===== src/rtl/multiplicador_seq.sv =====
`default_nettype none
// ============================================================================
// Module   : multiplicador_seq
// Brief    : Sequential shift-and-add multiplier with a Start/Pronto
//            handshake. Each cycle it does one WIDTH+1-bit addition into a
//            2*WIDTH+1-bit accumulator, giving a 2*WIDTH-bit product after a
//            fixed latency. The product feeds the HI/LO registers used by
//            MULT/MULTU.
// Options  : define MULT_SIGNED_EN to treat both operands as two's
//            complement. This adds a SINAL state that applies the product
//            sign and adds one cycle of latency.
// Revision : 1.0 - initial release
// ============================================================================
module multiplicador_seq #(
   parameter int WIDTH = 16
) (
   input  logic                 Clk,
   input  logic                 Reset,
   input  logic                 Start,
   input  logic [WIDTH-1:0]     OperandoA,
   input  logic [WIDTH-1:0]     OperandoB,
   output logic [2*WIDTH-1:0]   Produto,
   output logic                 Pronto,
   output logic                 Ocupado
);

   localparam int              CW     = $clog2(WIDTH + 1);
   localparam logic [CW-1:0]   C_LAST = CW'(WIDTH - 1);

   typedef enum logic [1:0] {
      IDLE  = 2'd0,
      CALC  = 2'd1,
      FIM   = 2'd2,
      SINAL = 2'd3
   } state_t;

   state_t               state_q, state_d;
   logic [WIDTH-1:0]     mcand_q, mcand_d;
   logic [2*WIDTH:0]     acc_q,   acc_d;     // {upper WIDTH+1 bits, multiplier/low bits}
   logic [CW-1:0]        cnt_q,   cnt_d;
   logic [2*WIDTH-1:0]   produto_q, produto_d;

   logic [WIDTH-1:0]     w_op_a;             // operands as loaded into the datapath
   logic [WIDTH-1:0]     w_op_b;
   logic [WIDTH+1:0]     w_sum;              // upper half + conditional multiplicand, carry kept
   logic [2*WIDTH:0]     w_shifted;          // accumulator after add and right shift

`ifdef MULT_SIGNED_EN
   logic                 sign_q, sign_d;

   // Operands are loaded as magnitudes. The most negative value maps to
   // 2^(WIDTH-1), which still fits in WIDTH unsigned bits.
   always_comb begin
      w_op_a = OperandoA[WIDTH-1] ? ((~OperandoA) + {{(WIDTH-1){1'b0}}, 1'b1}) : OperandoA;
      w_op_b = OperandoB[WIDTH-1] ? ((~OperandoB) + {{(WIDTH-1){1'b0}}, 1'b1}) : OperandoB;
   end
`else
   // Operands are used directly in the unsigned build.
   always_comb begin
      w_op_a = OperandoA;
      w_op_b = OperandoB;
   end
`endif

   // One shift-and-add step: conditional add into the upper half, then a
   // right shift that moves the adder carry into the accumulator MSB.
   always_comb begin
      w_sum     = {1'b0, acc_q[2*WIDTH:WIDTH]}
                + {2'b00, (acc_q[0] ? mcand_q : {WIDTH{1'b0}})};
      w_shifted = {w_sum, acc_q[WIDTH-1:1]};
   end

   // Next-state logic and datapath control. Start is only honoured in IDLE.
   always_comb begin
      state_d   = state_q;
      mcand_d   = mcand_q;
      acc_d     = acc_q;
      cnt_d     = cnt_q;
      produto_d = produto_q;
`ifdef MULT_SIGNED_EN
      sign_d    = sign_q;
`endif
      case (state_q)
         IDLE: begin
            if (Start) begin
               mcand_d = w_op_a;
               acc_d   = {{(WIDTH+1){1'b0}}, w_op_b};
               cnt_d   = '0;
`ifdef MULT_SIGNED_EN
               sign_d  = OperandoA[WIDTH-1] ^ OperandoB[WIDTH-1];
`endif
               state_d = CALC;
            end
         end
         CALC: begin
            acc_d = w_shifted;
            cnt_d = cnt_q + 1'b1;
            if (cnt_q == C_LAST) begin
`ifdef MULT_SIGNED_EN
               state_d   = SINAL;
`else
               produto_d = w_shifted[2*WIDTH-1:0];
               state_d   = FIM;
`endif
            end
         end
`ifdef MULT_SIGNED_EN
         SINAL: begin
            produto_d = sign_q ? ((~acc_q[2*WIDTH-1:0]) + {{(2*WIDTH-1){1'b0}}, 1'b1})
                               : acc_q[2*WIDTH-1:0];
            state_d   = FIM;
         end
`endif
         FIM: begin
            state_d = IDLE;
         end
         default: begin
            state_d = IDLE;
         end
      endcase
   end

   // State and datapath registers; reset takes priority over everything.
   always_ff @(posedge Clk) begin
      if (Reset) begin
         state_q   <= IDLE;
         mcand_q   <= '0;
         acc_q     <= '0;
         cnt_q     <= '0;
         produto_q <= '0;
`ifdef MULT_SIGNED_EN
         sign_q    <= 1'b0;
`endif
      end else begin
         state_q   <= state_d;
         mcand_q   <= mcand_d;
         acc_q     <= acc_d;
         cnt_q     <= cnt_d;
         produto_q <= produto_d;
`ifdef MULT_SIGNED_EN
         sign_q    <= sign_d;
`endif
      end
   end

   assign Produto = produto_q;
   assign Pronto  = (state_q == FIM);
   assign Ocupado = (state_q != IDLE);

endmodule
`default_nettype wire

===== config.mk =====
export PLATFORM = sky130hd
export DESIGN_NAME = multiplicador_seq
export DESIGN_NICKNAME = d
export VERILOG_FILES = /design/src/rtl/multiplicador_seq.sv
export SDC_FILE = /design/constraint.sdc
export NUM_CORES = 1
export LEC_CHECK = 0
export ABC_CLOCK_PERIOD_IN_PS = 2800
export CORE_MARGIN = 2
export CORE_UTILIZATION = 40
export DETAILED_ROUTE_END_ITERATION = 8
export GPL_ROUTABILITY_DRIVEN = 0
export HOLD_SLACK_MARGIN = 0.02
export PLACE_DENSITY = 0.6
export SLEW_MARGIN = 20
export SYNTH_ARGS = -nofsm -noshare
export SYNTH_HDL_FRONTEND = slang
export SYNTH_SLANG_ARGS = --single-unit

===== constraint.sdc =====
create_clock -name Clk -period 2.8 [get_ports Clk]
set_input_delay 0.56 -clock Clk [delete_from_list [all_inputs] [get_ports Clk]]
set_output_delay 0.56 -clock Clk [all_outputs]
set_load 0.05 [all_outputs]

---- Word level (Yosys, flattened, before mapping) ----
Cells that the tools add are included.
cells by class
  add/sub/neg operators ................... 2
  eq/ne operators ......................... 5
  multiplexer cells ....................... 8
  reduce and logical (&&, ||, !) cells .... 7
operators by type and width
  operator                                                         number
  33-bit case mux with 2 select lines                              1
  33-bit two-way mux                                               1
  17-bit by 16-bit adder with 18-bit output                        1
  16-bit two-way mux                                               1
  5-bit case mux with 2 select lines                               1
  2-bit AND reduction                                              4
  5-bit by 1-bit adder with 5-bit output, second input constant    1
  5-bit by 4-bit == test with 1-bit output, second input constant  1
  5-bit two-way mux                                                1
  2-bit two-way mux                                                2
  2-bit inequality test, second input constant                     2
  2-bit case mux with 2 select lines                               1
  2-bit nonzero test                                               2
  2-bit by 1-bit == test with 1-bit output, second input constant  1
  2-bit == test, second input constant                             1
  2-bit logical NOT                                                1
word-level totals
  flip-flop bits (word level) ............. 88
  bits of input ports ..................... 35
  output and inout bits ................... 34
  logic and storage cells ................. 27

---- Logic depth before layout (Yosys ltp) ----
  word-level depth ........................ 3
  mapped depth ............................ 11
  gate-level depth less buffers ........... 10

---- Least setup slack after synthesis ----
Ideal clock, no wire load.
  path kind ............................... register to register
  start ................................... reg acc_q[0]
  end ..................................... reg produto_q[31] (netlist: Produto[31])
  setup time .............................. 0.126 ns
  arrival time ............................ 2.340 ns
  data required time ...................... 2.674 ns
  slack ................................... 0.334 ns
  cell stages (with the launch flop) ...... 12
  path buffers ............................ 1
  clock period less this slack ............ 2.466 ns
  path through ............................ dfxtp_1 -> clkbuf_1 -> and2_1 -> ha_1 -> inv_1 -> fa_1 -> nand2b_1 -> a211oi_2 -> nor2_1 -> o311ai_4 -> a311o_1 -> nand3_1
between the ends
  longest elaborated chain between the ends .. 2
RTL lines
  element                                    RTL line  RTL
  start: declaration                         39        logic [2*WIDTH:0] acc_q, acc_d;
  start signal: assignment                   128       acc_q <= '0;
  start signal: assignment                   137       acc_q <= acc_d;
  16-bit two-way mux                         69        + {2'b00, (acc_q[0] ? mcand_q : {WIDTH{1'b0}})};
  17-bit by 16-bit adder with 18-bit output  69
  end signal: assignment                     139       produto_q <= produto_d;
  end: declaration                           41        logic [2*WIDTH-1:0] produto_q, produto_d;
Every way passes these cells.
A chain may end at the register's enable or synchronous reset.

---- Worst setup path in the final report ----
Same ends and word-level chain as after synthesis.

==> flow_summary_export.csv <==
group,metric,value,unit
run_status,status,"complete, no violations",
critical_path,crit_type,"reg -> reg",
synth,synth.avg_cell_area,7.87,µm²
drt,drtIter0Drc,228,
sta,fin_tns_setup,0,ns
sta,setup_ws,0.301,ns
critical_path,worst_setup_path_end_kind,"flop",
sta,slew_violations,0,
clock_tree,cts_tree,"done",
grt,track_usage,0.198,
clock_tree,cts_root_buf,"clkbuf_8",
drt,top_layer,"met4",
synth,synth-async-reset-ratio,0,
clock_tree,cts_buffers,9,
placement,dp_slack,0.244,ns
synth,syn_nets,610,
critical_path,cp_max_fo,8,
drt,wl,11300,µm
sta,fmax,400,MHz
pwr,peakVddDrop,219,µV
critical_path,cp_num_buf_inv,1,
pwr,powerDensity,465,mW/mm²
min_path,hp-class,"reg -> reg",
critical_path,r2r-start,"acc_q[0]$_SDFFE_PP0P_",
sta,final.period_utilization,0.893,
sta,period_minus_slack,2.50,ns
floorplanning,die_area,0.0118,mm²
clock_tree,cts.repair.resized,0,
sta,tightest_slew,0.732,ns
critical_path,critPathCapture,"Produto[31]$_SDFFE_PP0P_",
sta,skew,0.00876,ns
drt,drc,0,
critical_path,reg2reg_slack,0.30,ns
floorplanning,start_util,0.407,
final_layout,drive_gt1_frac,0.0668,
synth,synth_area,0.00438,mm²
sta,slew_headroom,0.512,
drt,vias_per_cell,5.28,
drt,post_drt_wl_per_cell,15.0,µm
synth,ys_top_cells_by_area,"dfxtp_1, nand2_1, a21oi_1",
clock_tree,cts_setup_buffers,0,
critical_path,cp_cell_sequence,"and2_1 > ha_1 > inv_1 > fa_1 > nand2b_1 > a211oi_2 > nor2_1 > o311ai_4 > a311o_1 > nand3_1",
final_layout,fin_area,0.00538,mm²
floorplanning,core,0.0107,mm²
grt,grt_max_degree,44,
sta,finalSetupViolations,0,
synth,synth_edf_count,0,
placement,post_dp_cell_area,0.00518,mm²
drt,wl_met1,5400,µm
critical_path,worst-path-stages,10,
floorplanning,boundaryPins,69,
pwr,p_leak,2.04,nW
final_layout,nFillCells,1082,
synth,ys.flop_type,"dfxtp_1",
clock_tree,clockBufferDepth,2,
drt,antenna_left,0,
critical_path,cp.arrival,2.75,ns
critical_path,cp.required,3.05,ns
synth,ys_types,51,
grt,overflow,0,
drt,firstDrtPassIters,4,
placement,portBuffers,68,
sta,final_hold_viol_count,0,
critical_path,cp-start-kind,"flop",
grt,grt_pass1_wl,18500,µm
synth,synth_top_cell_area_share,0.403,
critical_path,crit_start,"acc_q[0]$_SDFFE_PP0P_",
synth,yosysWarnings,0,
final_layout,antenna_cells,0,
critical_path,critPathMaxStageDelay,0.39,ns
synth,yosysSeqAreaShare,0.403,
job,max_cap_viol_count,0,
final_layout,fin_nets,663,
critical_path,crit-reg2reg-capture,"Produto[31]$_SDFFE_PP0P_",
grt,grt_pass1_vias,3709,
critical_path,crit_slowest_cell,"dfxtp_2",
drt,met3_length,479,µm
clock_tree,htreeDepth,3,
final_layout,areaGrowthSynthToFinish,22.9,%
floorplanning,std_cell_rows,38,
sta,rsz0062_at_grt,"no",
synth,synth_cells,556,
clock_tree,clk_latency,0.36,ns
drt,dr_wl_met2,5340,µm
synth,ys_ff_latch,88,
clock_tree,cts_hold_buffers,0,
clock_tree,path_clk_slew,0.09,ns
clock_tree,clkSinkCount,88,
critical_path,reg2reg_depth,10,
placement,dp_hpwl,7940,µm
synth,synth.largest_area_cell,"dfxtp_1",
grt,antenna_found_initial,0,
critical_path,cp_top_family,"compound AO/OA/AOI/OAI gates",
floorplanning,die_y,109,µm
floorplanning,die_w,109,µm
drt,vias,3978,
sequential cells by signal, summed over array words and instances (netlist names):
signal,count
Produto,32
cnt_q,5
acc_q,33
mcand_q,16
state_q,2
synthesized netlist by cell type (2+ instances only):
cell type and n:
nand2_1 126, dfxtp_1 88, a21oi_1 62, nor2_1 41, clkbuf_1 32, ha_1 18
and2_1 17, nand3_1 17, a311oi_1 16, o21ai_0 16, nand3b_1 11, inv_1 10
a21o_1 9, nand2b_1 7, nor3_1 7, xnor2_1 7, a211oi_1 6, nand4b_1 6
a31oi_1 4, buf_2 4, o211ai_1 4, o21a_1 4, or4_1 4, buf_1 3
nand4_1 3, nor2b_1 3, xor2_1 3, a2111oi_2 2, a311o_1 2, nor3b_1 2
o21bai_1 2
cells by family after synthesis:
group           count (synthesis)  synth area share
compound gates                140             0.214
xor+xnor                       10            0.0200
fa+ha+maj                      19            0.0560
buf+inv                        50            0.0449
flops                          88             0.403
simple gates                  249             0.262
power by group:
group | internal, mW | switching (mW) | total, mW
registers | 1.29 | 0.0308 | 1.32
clock network | 0.422 | 0.494 | 0.916
logic | 0.109 | 0.151 | 0.259
total | 1.82 | 0.676 | 2.50
tightest hold or removal path, cell delays in order, from the launching register on:
cell,delay (ns)
dfxtp_1,0.32
nand2_1,0.05
a21oi_1,0.05
metal layers:
| layer | vias up | GRT usage |
|---|---|---|
| met3 | 7 | 0.0307 |
| met1 | 1837 | 0.273 |
| met2 | 85 | 0.316 |
| met4 | 0 | 0.0659 |
| met5 | - | 0 |
| li1 | 2049 | - |
metrics by stage:
stage	hold WS, ns	instances	util	total power [mW]
floorplan	0.429	556	-	1.50
global placement	0.444	738	0.482	1.61
detailed placement	0.447	738	0.482	1.61
CTS	0.461	754	0.500	2.52
global route	0.478	754	0.501	2.62
finish	0.456	754	0.501	2.50
worst min path at each step:
stage | startpoint | endpoint | slack [ns] | cells past startpoint
after floorplan | cnt_q[3]$_SDFFE_PP0P_ | cnt_q[3]$_SDFFE_PP0P_ | 0.43 | 1
after global placement | Produto[21]$_SDFFE_PP0P_ | Produto[21]$_SDFFE_PP0P_ | 0.44 | 2
after detailed placement | mcand_q[4]$_SDFFE_PP0P_ | mcand_q[4]$_SDFFE_PP0P_ | 0.45 | 2
after CTS | mcand_q[4]$_SDFFE_PP0P_ | mcand_q[4]$_SDFFE_PP0P_ | 0.46 | 2
after global routing | mcand_q[4]$_SDFFE_PP0P_ | mcand_q[4]$_SDFFE_PP0P_ | 0.48 | 2
final | mcand_q[13]$_SDFFE_PP0P_ | mcand_q[13]$_SDFFE_PP0P_ | 0.46 | 2
placed cells by master, fill, tap and decap left out, drive strengths merged, types with 2 or more instances in the layout:
master and n:
xnor2 7, nor3b 2, a2111oi 2, ha 18, a311o 2, o21bai 2, a21o 9, a311oi 16
nor3 7, o21a 4, nor2 41, o21ai 17, nand4b 6, a211oi 7, nor2b 3, nand3 17
a21oi 62, nand2 127, or4 4, and2 17, clkinv 2, dfxtp 88, nand3b 11, inv 13
clkdlybuf4s50 67, xor2 3, clkbuf 9, buf 15, a31oi 4, nand2b 7, o211ai 4, nand4 3
final cells by class:
| class | instances | area (µm²) | share of cell area |
|---|---|---|---|
| Multi-Input combinational cell | 418 | 2420 | 0.450 |
| Sequential cell | 88 | 1760 | 0.328 |
| Timing Repair Buffer | 82 | 781 | 0.145 |
| Tap cell | 140 | 175 | 0.0326 |
| Clock buffer | 9 | 124 | 0.0230 |
| Clock inverter | 7 | 77.6 | 0.0144 |
| Inverter | 10 | 37.5 | 0.00698 |
No activity file was read; power rests on OpenSTA's default activity.
==> edit 1 (config.mk and constraints unchanged) <==
The parameter `WIDTH` goes from 16 to 8.
--- a/src/rtl/multiplicador_seq.sv
+++ b/src/rtl/multiplicador_seq.sv
@@ -13,5 +13,5 @@
 // ============================================================================
 module multiplicador_seq #(
-   parameter int WIDTH = 16
+   parameter int WIDTH = 8
 ) (
    input  logic                 Clk,
Interface: changed (resized OperandoA, OperandoB and Produto); port bits go from 69 to 37. The function was not compared with the original's and may differ.
==> edit 1 against the unedited design <==
Synthesized area is 49% lower. Routed wire length is 54% lower. Via count is 49% lower. Maximum frequency is 10% higher. Clock skew is 0.0027 ns lower. Total power is 46% lower. Synthesized cell count is 52% lower. Cell area is 48% lower. Sequential share of layout area is 1.2 points higher. Sequential cell count is 41 lower. Combinational power is 51% lower. Core utilization is 0.87 points higher. First-iteration DRC count is 6.6% lower. Worst setup slack better by 0.23 ns. Critical path type is now flip-flop to output pin.
==> edit 1: results (changes against the unedited design) <==
[grt]
grt_pass1_vias = 1869  ; -50%
grt_pass1_wl_um = 8910  ; -52%
gr-usage-met1_pct = 25.9  ; -1.5 points
grtUsageMet2_pct = 26.7  ; -4.9 points
gr-usage-met3_pct = 3.33  ; +0.26 points
grt_usage_pct = 17.9  ; -1.9 points

[placement]
dp_hpwl_um = 3560  ; -55%
portBuffers = 36  ; -47%

[worst_setup_path]
crit_path_start = state_q[1]
max_stage_delay_ns = 0.81  ; +0.42 ns
critical_path.top_delay_family = buffers and inverters
cp_data_arrival_time_ns = 1.71  ; -1.04 ns
endpoint = Pronto
regToRegSetupSlack_ns = 0.69  ; +0.39 ns
r2r-end = acc_q[15]

[min_path]
hp-start = mcand_q[5]

[power_and_ir_drop]
pg_seq_uw = 700  ; -47%
p_comb_share_pct = 9.3  ; -1.1 points
power.internal_uw = 1040  ; -43%

[logic_synthesis]
synth_xor_area_share_pct = 0.394  ; -1.6 points
seq_area_frac_synth_pct = 42.3  ; +2.1 points
synth_common_cells = 49 x nand2_1, 47 x dfxtp_1, 40 x a21oi_1, 16 x nor2_1, 14 x nand3_1
synth_compound_area_share_pct = 18.6  ; -2.8 points
synth_cell_types = 33  ; -35%
synth.area.mux_share_pct = 0.506  ; +0.51 points
synthTopCellsByArea = dfxtp_1 42%, a21oi_1 9.0%, nand2_1 8.3%, ha_1 5.1%, nand3_1 3.2%

[clock_network]
cts_buffers = 5  ; -4
htreeDepth = 2  ; -1
clk_latency_ns = 0.30  ; -0.06 ns

[detailed_routing]
totalWireLength_um = 5200  ; -54%
wl_met2_um = 2230  ; -58%
wl_met3_um = 185  ; -61%
dr.first_iter.drc_count = 213  ; -6.6%
vias = 2009  ; -49%

[finish]
fill_cells = 530  ; -51%
largest_register_ff_count = 17  ; -48%

[outcome]
status = complete, no violations

==> edit 1: cell count changes in the layout (fill, tap and decap cells not counted), sizes merged, moves of 6 or more <==
cell           before  now
dfxtp              88   47
a22oi               0    8
nor3                7    0
inv                13    1
clkdlybuf4s50      67   36
nand2             127   49
a21oi              62   40
o21ai              17    2
nor2               41   16
and2               17    8
a311oi             16    0
ha                 18    9
buf                15    6
xnor2               7    1
==> edit 1: metrics by stage <==
step | cells | worst slack (ns) | hold slack [ns] | cell area (µm²)
after floorplan | 269 | 0.875 | 0.432 | 2220
after global placement | 367 | 0.695 | 0.441 | 2650
after detailed placement | 367 | 0.689 | 0.444 | 2650
after CTS | 375 | 0.543 | 0.457 | 2770
after global routing | 375 | 0.431 | 0.471 | 2770
final | 375 | 0.535 | 0.456 | 2770
==> edit 1: layout make-up <==
type / count / share of cell area, %
repair buffers: 42 / 14.6
clock buffers: 6 / 2.98
flip-flops and latches: 47 / 34.0
well taps: 72 / 3.25
clock inverters: 2 / 1.40
multi-input cells: 206 / 43.8
==> edit 2 (config.mk and constraints unchanged) <==
Without the edit above. Make the reset (`Reset`) asynchronous in one clocked block.
--- a/src/rtl/multiplicador_seq.sv
+++ b/src/rtl/multiplicador_seq.sv
@@ -122,5 +122,5 @@
 
    // State and datapath registers; reset takes priority over everything.
-   always_ff @(posedge Clk) begin
+   always_ff @(posedge Clk or posedge Reset) begin
       if (Reset) begin
          state_q   <= IDLE;
Formal check against the unedited RTL: differs if Reset is asserted again (counterexample within 4 cycles, from zero or initial values and one cycle with Reset high); with Reset held inactive, the same outputs for 10 cycles.
==> edit 2 against the unedited design <==
Routed wire length fell by 15%. Worst setup slack lost 0.073 ns. Critical path depth is 1 higher. Sequential share of layout area is 7.8 points higher. Cell area increased by 1.0%. Synthesized area is 0.40% lower. Final cell count fell by 13%. Sequential cell count unchanged. Count of clock-buffer cells in the layout is 2 higher. Core utilization is 0.50 points higher. Largest cell class is now flip-flops and latches. Highest routed layer unchanged.
Power is not compared: it rests on default switching activity, and its combinational part moved more than twofold at a synthesized area within 25%.
==> edit 2: results (changes against the unedited design) <==
[detailed_routing]
met1_length_um = 4530  ; -16%
wl_met2_um = 4650  ; -13%
totalWireLength_um = 9660  ; -15%
dr.first_iter.drc_count = 146  ; -36%
wl_per_cell_um = 14.8  ; -1.4%
vias_per_cell = 5.08  ; -3.7%
wl_met3_um = 376  ; -22%

[logic_synthesis]
ys_async_sr_fraction_pct = 100  ; +100 points
synthAdderAreaFrac_pct = 5.63  ; +0.023 points
synth_cells = 444  ; -20%
syn-num-nets = 498  ; -18%
synthTopCellsByArea = dfrtp_1 51%, nand2_1 9.3%, ha_1 5.2%, o21ai_0 4.1%, mux2_2 4.1%
synth_xor_area_share_pct = 2.61  ; +0.61 points
synth.area.mux_share_pct = 8.04  ; +8.0 points
seq_area_frac_synth_pct = 50.5  ; +10 points
synth_compound_area_share_pct = 14.1  ; -7.3 points
synth_top_family_by_area = simple AND/OR/NAND/NOR gates
ys.flop_type = dfrtp_1
synth_common_cells = 108 x nand2_1, 88 x dfrtp_1, 36 x o21ai_0, 18 x a21oi_1, 18 x ha_1
synth_cell_types = 48  ; -5.9%

[worst_setup_path]
crit_path_start = acc_q[0]
endpoint = Produto[29]
cp_data_arrival_time_ns = 2.83  ; +0.08 ns
path_max_fanout = 11  ; +3
critical_path.top_delay_family = compound AO/OA/AOI/OAI gates
cp_slowest_cell = fa_1
regToRegSetupSlack_ns = 0.23  ; -0.07 ns
ff2ff_path_depth = 11  ; +1

[sta]
whs_ns = 0.478  ; +0.0220 ns
fmax_mhz = 389  ; -2.8%
tightest_slew_ns = 0.792  ; +0.0599 ns
fin_skew_ns = 0.0166  ; +0.00787 ns

[grt]
gr-usage-met1_pct = 23.4  ; -4.0 points
grtUsageMet2_pct = 27.6  ; -4.0 points
grt_pass1_wl_um = 15700  ; -15%
grt_max_degree = 35  ; -20%
grt_pass1_vias = 3157  ; -15%
gr-usage-met3_pct = 4.28  ; +1.2 points
grt_usage_pct = 17.4  ; -2.5 points

[placement]
dp_hpwl_um = 7050  ; -11%
placedCellCount = 638  ; -14%
post_dp_cell_area_mm2 = 0.00524  ; +1.2%
dp_slack_ns = 0.150  ; -0.0940 ns

[min_path]
holdPathEnd = Produto[24]
hp-start = Produto[24]

[finish]
drive_gt1_share_pct = 9.75  ; +3.1 points
top_register = acc_q
diodes = 0  ; unchanged
fin_nets = 563  ; -15%

[outcome]
status = complete, no violations

[clock_network]
post_cts_buffers = 0  ; unchanged

edit 2: cell types whose count changed after synthesis, sizes merged, moves of 13 or more:
cell,change
dfrtp,+88
dfxtp,-88
a21oi,-43
mux2,+16
clkbuf,-17
nor2,-36
nand2,-19
nand3,-13
a311oi,-16
o21ai,+28
mux2i,+17
edit 2: what timing repair did:
item                                    in CTS  in global routing
endpoints found under the setup margin       0                  1
resized for setup                            0                  0
hold buffers                                 0                  0
edit 2: layout make-up:
type                       instances  area [µm²]
sequential                        88        2200
tap                              140         175
multi-input combinational        320        2020
clock buffer                      11         141
inverter                          12        48.8
timing repair buffer              78         793
clock inverter                     4        53.8
fill                            1020        5310
edit 2: logic make-up after synthesis:
kind of cell    Yosys count
fa+ha+maj                19
flops                    88
simple gates            156
buf+inv                  36
compound gates           99
mux                      33
xor+xnor                 13
edit 2: report_power, final:
part	leakage [µW]	switching (µW)	total, µW	internal (µW)
registers	0.00110	368	2240	1870
logic	0.00119	2180	3550	1370
clock network	0.0000920	460	896	436
